[config.mk]
export PLATFORM = sky130hd
export DESIGN_NAME = fifo_wr_rr_arbiter
export DESIGN_NICKNAME = d
export VERILOG_FILES = /design/src/rtl/fifo_wr_rr_arbiter.sv
export SDC_FILE = /design/constraint.sdc
export NUM_CORES = 1
export LEC_CHECK = 0
export CORE_MARGIN = 10
export CORE_UTILIZATION = 30
export CTS_BUF_LIST = sky130_fd_sc_hd__clkbuf_4 sky130_fd_sc_hd__clkbuf_8
export CTS_CLUSTER_DIAMETER = 200
export CTS_CLUSTER_SIZE = 28
export DETAILED_ROUTE_END_ITERATION = 8
export PLACE_DENSITY = 0.76
export SKIP_CTS_REPAIR_TIMING = 1
export SLEW_MARGIN = 40
export SYNTH_ARGS = -nofsm -noshare
export SYNTH_HDL_FRONTEND = slang
export SYNTH_SLANG_ARGS = --single-unit
[constraint.sdc]
create_clock -name clk -period 1.9 [get_ports clk]
set_clock_uncertainty 0.1 [all_clocks]
set_input_delay 0.285 -clock clk [delete_from_list [all_inputs] [get_ports clk]]
set_output_delay 0.285 -clock clk [all_outputs]
set_load 0.05 [all_outputs]
[src/rtl/fifo_wr_rr_arbiter.sv]
// ---------------------------------------------------------------------------
// fifo_wr_rr_arbiter
//
// Round-robin arbiter sharing the single write port of a dual-clock FWFT FIFO
// between NUM_REQ valid/ready streaming requesters. Runs entirely in the FIFO
// write-clock domain. A grant covers a contiguous burst of words that ends on
// req_last, after MAX_BURST words, or when the owner drops req_vld. Words
// are accepted only while the FIFO is neither almost-full nor full, and are
// presented to the FIFO one cycle after acceptance.
//
// One word can be in flight, so the FIFO almost-full threshold must be set to
// at most DEPTH-2 for fifo_wren never to coincide with fifo_full.
//
// Ports:
//   clk         in   write-side clock (FIFO wrclk)
//   clk_rst_n   in   synchronous reset, active-low
//   req_vld     in   [NUM_REQ]        per-requester word valid
//   req_data    in   [NUM_REQ*WIDTH]  requester i at [i*WIDTH +: WIDTH]
//   req_last    in   [NUM_REQ]        last word of a requester's burst
//   req_rdy     out  [NUM_REQ]        per-requester accept (combinational)
//   fifo_wren   out  FIFO write enable (registered)
//   fifo_wdata  out  [WIDTH] FIFO write data (registered)
//   fifo_afull  in   FIFO almost-full
//   fifo_full   in   FIFO full
//   grant_id    out  [ID_W] current or last granted requester
//   busy        out  high while a burst is granted
//
// Optional build macro FIFO_WR_ARB_STATS_EN adds:
//   stat_clr    in   synchronous clear of all word counters (beats a transfer)
//   stat_words  out  [NUM_REQ*32] per-requester saturating accepted-word count
// ---------------------------------------------------------------------------
module fifo_wr_rr_arbiter #(
  parameter int NUM_REQ   = 4,
  parameter int WIDTH     = 8,
  parameter int MAX_BURST = 16,
  localparam int ID_W     = $clog2(NUM_REQ)
) (
  input  logic                       clk,
  input  logic                       clk_rst_n,
  input  logic [NUM_REQ-1:0]         req_vld,
  input  logic [NUM_REQ*WIDTH-1:0]   req_data,
  input  logic [NUM_REQ-1:0]         req_last,
  output logic [NUM_REQ-1:0]         req_rdy,
  output logic                       fifo_wren,
  output logic [WIDTH-1:0]           fifo_wdata,
  input  logic                       fifo_afull,
  input  logic                       fifo_full,
  output logic [ID_W-1:0]            grant_id,
  output logic                       busy
`ifdef FIFO_WR_ARB_STATS_EN
  ,
  input  logic                       stat_clr,
  output logic [NUM_REQ*32-1:0]      stat_words
`endif
);

  localparam int CNT_W = $clog2(MAX_BURST + 1);

  typedef enum logic {S_IDLE, S_BURST} state_t;

  state_t             r_state;
  logic [ID_W-1:0]    r_grant_id;
  logic [ID_W-1:0]    r_rr_ptr;
  logic [CNT_W-1:0]   r_burst_cnt;
  logic               r_vld_p1;
  logic [WIDTH-1:0]   r_data_p1;

  logic               w_space_ok;
  logic [NUM_REQ-1:0] w_req_rdy;
  logic               w_gnt_vld;
  logic               w_gnt_last;
  logic [WIDTH-1:0]   w_gnt_data;
  logic               w_xfer;
  logic [CNT_W-1:0]   w_cnt_nxt;
  logic               w_hit_max;
  logic               w_release;
  logic               w_any_vld;
  logic               w_found;
  logic [ID_W-1:0]    w_pick;

  function automatic logic [ID_W-1:0] next_id(input logic [ID_W-1:0] id);
    if (id == ID_W'(NUM_REQ - 1)) return '0;
    return id + ID_W'(1);
  endfunction

  assign w_space_ok = ~fifo_afull & ~fifo_full;

  // Ready and owner-side mux: only the granted requester can see ready.
  always_comb begin
    w_req_rdy  = '0;
    w_gnt_vld  = 1'b0;
    w_gnt_last = 1'b0;
    w_gnt_data = '0;
    for (int i = 0; i < NUM_REQ; i++) begin
      if (r_grant_id == ID_W'(i)) begin
        w_req_rdy[i] = (r_state == S_BURST) & w_space_ok;
        w_gnt_vld    = req_vld[i];
        w_gnt_last   = req_last[i];
        w_gnt_data   = req_data[i*WIDTH +: WIDTH];
      end
    end
  end

  assign w_xfer    = (r_state == S_BURST) & w_gnt_vld & w_space_ok;
  assign w_cnt_nxt = r_burst_cnt + CNT_W'(1);
  assign w_hit_max = (w_cnt_nxt == CNT_W'(MAX_BURST));
  // Losing req_vld ends the burst even while back-pressured.
  assign w_release = (w_xfer & (w_gnt_last | w_hit_max)) | ~w_gnt_vld;
  assign w_any_vld = |req_vld;

  // First valid requester at or after rr_ptr, wrapping around.
  always_comb begin
    w_found = 1'b0;
    w_pick  = '0;
    for (int k = 0; k < NUM_REQ; k++) begin
      int idx;
      idx = int'(r_rr_ptr) + k;
      if (idx >= NUM_REQ) idx = idx - NUM_REQ;
      if (!w_found && req_vld[idx]) begin
        w_pick  = ID_W'(idx);
        w_found = 1'b1;
      end
    end
  end

  // Stage p0 -> p1: arbitration state and the accepted word register.
  always_ff @(posedge clk) begin
    if (!clk_rst_n) begin
      r_state     <= S_IDLE;
      r_grant_id  <= '0;
      r_rr_ptr    <= '0;
      r_burst_cnt <= '0;
      r_vld_p1    <= 1'b0;
      r_data_p1   <= '0;
    end else begin
      r_vld_p1 <= w_xfer;
      if (w_xfer) r_data_p1 <= w_gnt_data;
      case (r_state)
        S_IDLE: begin
          if (w_any_vld) begin
            r_grant_id  <= w_pick;
            r_burst_cnt <= '0;
            r_state     <= S_BURST;
          end
        end
        S_BURST: begin
          if (w_xfer) r_burst_cnt <= w_cnt_nxt;
          if (w_release) begin
            r_state  <= S_IDLE;
            r_rr_ptr <= next_id(r_grant_id);
          end
        end
        default: r_state <= S_IDLE;
      endcase
    end
  end

  assign req_rdy    = w_req_rdy;
  assign fifo_wren  = r_vld_p1;
  assign fifo_wdata = r_data_p1;
  assign grant_id   = r_grant_id;
  assign busy       = (r_state == S_BURST);

`ifdef FIFO_WR_ARB_STATS_EN
  logic [31:0] r_stat [NUM_REQ];

  always_ff @(posedge clk) begin
    for (int i = 0; i < NUM_REQ; i++) begin
      if (!clk_rst_n || stat_clr) begin
        r_stat[i] <= '0;
      end else if (w_xfer && (r_grant_id == ID_W'(i)) &&
                   (r_stat[i] != 32'hFFFF_FFFF)) begin
        r_stat[i] <= r_stat[i] + 32'd1;
      end
    end
  end

  for (genvar g = 0; g < NUM_REQ; g++) begin : g_stat
    assign stat_words[g*32 +: 32] = r_stat[g];
  end
`endif

endmodule

== Word-level counts from Yosys, hierarchy flattened ==
Index checks and enable logic that the tools add are counted.

* Word-level logic and storage cells: 102
* Bits of input ports: 44
* Flip-flop bits (word level): 19
* Output and inout bits: 16

* Magnitude comparators: 8
* Multiplexer cells: 51
* $add $sub $neg: 9
* Bitwise logic cells: 11
* Reduce and logical (&&, ||, !) cells: 11
* Equality and inequality tests: 6

{| class="wikitable"
|+ Operators with widths
! operator !! count
|-
| $lt A32 B4 Y1 const B || 4
|-
| $mux W32 || 4
|-
| $mux W8 || 4
|-
| $mux W1 || 29
|-
| $mux W2 || 6
|-
| $sub A3 B3 Y4 const B || 3
|-
| $mux W5 || 2
|-
| $pmux W5 S2 || 1
|-
| $ge A3 B3 Y1 const B || 3
|-
| $bmux W1 S2 || 4
|-
| $add A2 B2 Y3 const B || 2
|-
| $reduce_and A2 Y1 || 3
|-
| $add A5 B1 Y5 const B || 1
|-
| $and A1 B1 Y1 || 5
|-
| $eq A5 B5 Y1 const B || 1
|-
| $eq A2 B2 Y1 const B || 2
|-
| $not A1 Y1 || 4
|-
| $reduce_or A4 Y1 || 1
|-
| $sub A2 B3 Y4 const B || 1
|-
| $add A2 B1 Y3 const B || 1
|-
| $ge A2 B3 Y1 const B || 1
|-
| $logic_and A1 B1 Y1 || 3
|-
| $logic_not A1 Y1 || 3
|-
| $add A2 B1 Y2 const B || 1
|-
| 6 further kinds || 7
|}

== Logic depth before layout (Yosys ltp) ==
* Depth after elaboration: 15
* Gate-level depth with buffers: 9
* Depth with buffers taken out: 7

== Worst setup path after synthesis ==
OpenSTA, ideal clock, no wires.

* Path type: reg-to-output
* Start point: register r_grant_id[0] (netlist: grant_id[0])
* End point: output req_rdy[3]
* Cell stages (with the launch flop): 5
* Setup slack: -515 ps
* Data required time: 1,515 ps
* Buffers on the path: 2
* Arrival: 2,030 ps
* Cells stage by stage: dfxtp_1 -> ha_1 -> clkbuf_1 -> clkbuf_1 -> and2_1

* Word-level cells in the longest chain between the ends: 2

{| class="wikitable"
|+ RTL lines
! element !! line !! text
|-
| start, declared || 62 || <nowiki>logic [ID_W-1:0] r_grant_id;</nowiki>
|-
| start signal, assigned || 141 || <nowiki>r_grant_id <= w_pick;</nowiki>
|-
| $eq A2 B2 Y1 || 95 || <nowiki>if (r_grant_id == ID_W'(i)) begin</nowiki>
|-
| $mux W1 || 95 ||
|-
| end, declared || 43 || <nowiki>output logic [NUM_REQ-1:0] req_rdy,</nowiki>
|}

No other way between the ends.

== Worst setup path after layout ==
* Start point: register r_grant_id[1] (netlist: grant_id[1])
* End point: register r_rr_ptr[1]

* Word-level cells in the longest chain between the ends: 10
* Elaborated cells on any way between the ends: 25
* Those cells by class: add/sub (1); eq/ne (3); mux (13); bitwise (6); reduce/logical (2)

{| class="wikitable"
|+ RTL lines
! element !! line !! text
|-
| $logic_not A2 Y1 || 95 ||
|-
| $mux W1 (4 in series) || 95 ||
|-
| $and A1 B1 Y1 (2 in series) || 104 || <nowiki>assign w_xfer = (r_state == S_BURST) & w_gnt_vld & w_space_ok;</nowiki>
|-
| $and A1 B1 Y1 || 108 || <nowiki>assign w_release = (w_xfer & (w_gnt_last | w_hit_max)) | ~w_gnt_vld;</nowiki>
|-
| $or A1 B1 Y1 || 108 ||
|-
| $reduce_and A2 Y1 (no source line) || n/a ||
|-
| end signal, assigned || 150 || <nowiki>r_rr_ptr <= next_id(r_grant_id);</nowiki>
|-
| end, declared || 63 || <nowiki>logic [ID_W-1:0] r_rr_ptr;</nowiki>
|}

Several ways; a longest one is shown, not always the timed one. The select of a mux whose other input is x is not followed.
A chain may end at the register's enable or synchronous reset.

==> key figures <==
STA
  • Final slew viol count: 0
  • Peak Freq: roughly 520 MHz
  • Tightest Pin Transition: 0.514 ns
  • Max-slew headroom: 0.656
  • Worst setup margin: -0.0204 ns
  • Final worst-path cycle share: 1.01
  • Fin crit period: a little under 2 ns
  • Final Hold Viols: 0
  • RSZ-0062 raised after global routing: true
  • # setup viols final: 2

Routing
  • Number of remaining DRC errors: 0
  • Drt first pass iters: 4
  • Routed WL: between 4000 and 5000 um
  • Final ANT Viol Nets: 0
  • Initial DRC Count: 74
  • Avg Vias per Cell: ~5
  • Vias: around 1500
  • DR WL/cell: roughly 15 um

Placement
  • Port Buffer Count: a little under 60
  • Setup slack at placement: -0.203 ns
  • Final HPWL DP: ~3400 um
  • RD Place Congestion: between 0.8 and 0.9

Die
  • Area of the core: around 0.004 mm2
  • Cell row count: 23
  • Overall die height: ~85 um
  • Die X: ~85 um
  • Initial core utilization: 0.312
  • Die area: 0.00714 mm2
  • Num ports: 60

Pwr
  • Leak pwr: about 0.9 nW
  • PwrDens: roughly 580 mW/mm2
  • Combinational power share: 0.444
  • Internal: 0.000871 W
  • Total power draw: 0.00131 W
  • Worst ir drop on vdd: 409 uV
  • Clk pwr share: 0.219
  • Switch share: 0.335
  • P_sw: between 0.0004 and 0.0005 W
  • Sequential share of power: 0.337

CTS
  • CTS tree: yes
  • CTS Buffer Depth: 2
  • Root Driver: clkbuf_8
  • Max H-tree Level: 1
  • CTS sink count: 19
  • Worst-Skew Late Latency: ~0.26 ns
  • Total CTS buffers: 3
  • CTS clk-pin slew, worst paths: 0.08 ns

Setup path
  • Crit path DAT: between 2 and 2.5 ns
  • Largest stage delay, worst path: between 0.3 and 0.4 ns
  • Critical path endpoint category: flop
  • Crit path launch type: flop
  • R2r endpoint: r_rr_ptr[1]$_SDFFE_PN0P_
  • End of the critical path: r_rr_ptr[1]$_SDFFE_PN0P_
  • Slowest library cell on the worst path: dfxtp_4
  • Setup CP Type: flop to flop
  • RR Startpoint: grant_id[1]$_SDFFE_PN0P_
  • Req. time, crit path: about 2 ns
  • Critical path origin: grant_id[1]$_SDFFE_PN0P_
  • Reg2reg setup slack: -0.02 ns
  • R2r worst-path depth: 7
  • Crit-path cells: inv_2 -> ha_2 -> a211o_1 -> a21oi_4 -> nor3_1 -> a311oi_4 -> mux2i_1
  • Maximum fanout along the worst path: 4

Synthesis
  • Syn_area_per_cell: between 8 and 9 um2
  • Syn Nets: ~200
  • Ys Warns: 0
  • Cell Area, Synth: 0.00125 mm2
  • Synth cell types: 38
  • Post-synth top flop: dfxtp_1
  • Commonest cells post-synth: a21oi_1 (24), dfxtp_1 (19), nand2_1 (13)
  • Cell count after synthesis: between 150 and 200
  • Most numerous cell in the Yosys netlist: a21oi_1
  • Synth area leader: dfxtp_1
  • Number of synthesized flops with an enable pin: 0
  • Post-synthesis sequential area ratio: 0.305
  • Seq cells post-synth: 19
  • Synth async-reset ratio: 0
  • Ranking of synthesized cells by area: dfxtp_1 (30%), a21oi_1 (9.6%), a221oi_1 (5.6%), ha_1 (5.0%), nor2b_1 (4.0%)
  • Yosys top cell area share: 0.305

Run
  • Max-cap viol count: 0

Status
  • Outcome: complete, but fails checks
  • Violated checks: negative setup slack

Layout
  • Post-layout util: 0.569
  • Layout cells sized above 1: 0.298
  • Number of antenna cells inserted: 0
  • Area of the multi-input gates: 858 um2
  • Nets: ~290
  • Filler instances: around 360
  • FF+latch area: between 300 and 400 um2
  • Synth-to-Final Area Change: 82.3%

Global route
  • Largest net degree at the start of global routing: 18
  • First-pass GRT wire length: between 6000 and 7000 um
  • Initial antenna violation count: 0
  • GRT overflow: 0
  • GR Util All Layers: 0.111
  • Vias in the first global route: about 1400

Worst hold path
  • Hold Path Class: flop to flop
==> registers in the layout, indices dropped and copies added (netlist names) <==
signal       count
busy             1
r_rr_ptr         2
fifo_wren        1
grant_id         2
r_burst_cnt      5
fifo_wdata       8
==> critical path: cells and delay by family, from the launching register on <==
kind | cells | cell delay (ns)
adders and majority gates | 1 | 0.20
muxes | 1 | 0.21
buffers and inverters | 1 | 0.05
DFF | 1 | 0.37
AOI/OAI and AO/OA | 3 | 0.82
and+or+nand+nor | 1 | 0.10
==> kinds of logic after synthesis <==
| kind of cell | after synthesis | share of synthesized area |
|---|---|---|
| AOI/OAI and AO/OA | 57 | 0.307 |
| adders and majority gates | 5 | 0.0501 |
| buffers and inverters | 18 | 0.0601 |
| DFF | 19 | 0.305 |
| muxes | 3 | 0.0240 |
| and+or+nand+nor | 54 | 0.255 |
==> worst min-delay path by stage <==
| stage | slack [ns] | start | endpoint | cells past startpoint |
|---|---|---|---|---|
| after floorplan | 0.33 | clk_rst_n | r_rr_ptr[1]$_SDFFE_PN0P_ | 2 |
| after global placement | 0.38 | r_rr_ptr[0]$_SDFFE_PN0P_ | r_rr_ptr[0]$_SDFFE_PN0P_ | 2 |
| after detailed placement | 0.38 | r_rr_ptr[0]$_SDFFE_PN0P_ | r_rr_ptr[0]$_SDFFE_PN0P_ | 2 |
| after CTS | 0.40 | r_rr_ptr[0]$_SDFFE_PN0P_ | r_rr_ptr[0]$_SDFFE_PN0P_ | 2 |
| after global routing | 0.45 | r_rr_ptr[0]$_SDFFE_PN0P_ | r_rr_ptr[0]$_SDFFE_PN0P_ | 2 |
| final | 0.40 | r_rr_ptr[0]$_SDFFE_PN0P_ | r_rr_ptr[0]$_SDFFE_PN0P_ | 2 |
==> power groups by stage <==
stage / Clock, W / Combinational (W) / Sequential, W
final: 0.000287 / 0.000582 / 0.000442
after global routing: 0.000312 / 0.000623 / 0.000447
after CTS: 0.000294 / 0.000541 / 0.000441
after detailed placement: 0 / 0.000539 / 0.000450
after global placement: 0 / 0.000534 / 0.000450
after floorplan: 0 / 0.000244 / 0.000505
==> layer usage <==
| metal | up-vias | GRT usage | share of wire |
|---|---|---|---|
| met4 | 0 | 0.0254 | 0.0063 |
| li1 | 736 | - | - |
| met1 | 669 | 0.117 | 0.42 |
| met5 | - | 0 | 0 |
| met2 | 44 | 0.195 | 0.50 |
| met3 | 5 | 0.0502 | 0.080 |
==> cell usage in the layout (no fill, tap or decap), types with 2 or more instances in the layout <==
| master | count |
|---|---|
| a211o_1 | 3 |
| a21oi_1 | 23 |
| a221oi_1 | 7 |
| a311oi_2 | 3 |
| and2_1 | 4 |
| buf_12 | 5 |
| buf_4 | 29 |
| buf_6 | 5 |
| buf_8 | 2 |
| clkbuf_8 | 3 |
| clkdlybuf4s50_1 | 46 |
| dfxtp_1 | 16 |
| dfxtp_4 | 2 |
| ha_2 | 4 |
| inv_1 | 4 |
| inv_2 | 3 |
| mux2i_1 | 3 |
| nand2_1 | 13 |
| nand2b_1 | 4 |
| nand3b_1 | 3 |
| nor2_1 | 2 |
| nor2b_1 | 8 |
| nor3_1 | 8 |
| o21ai_0 | 8 |
| o22ai_1 | 2 |
==> through the flow <==
stage | cells | hold WS (ns) | cell area (um2) | setup TNS [ns]
2_1_floorplan | 156 | 0.332 | 1270 | -0.239
3_3_place_gp | 279 | 0.381 | 2090 | -1.83
3_5_place_dp | 279 | 0.385 | 2090 | -2.37
4_1_cts | 283 | 0.403 | 2130 | -1.07
5_1_grt | 288 | 0.447 | 2280 | -1.03
6_report | 288 | 0.403 | 2280 | -0.0353
==> area by class of cell <==
cell class,count,share of cell area
clock buffer,3,0.0181
clock inverter,1,0.00220
inverter,8,0.0132
multi-input combinational,119,0.377
sequential,19,0.171
tap,50,0.0275
timing repair buffer,88,0.391
(Power assumes the default switching activity.)
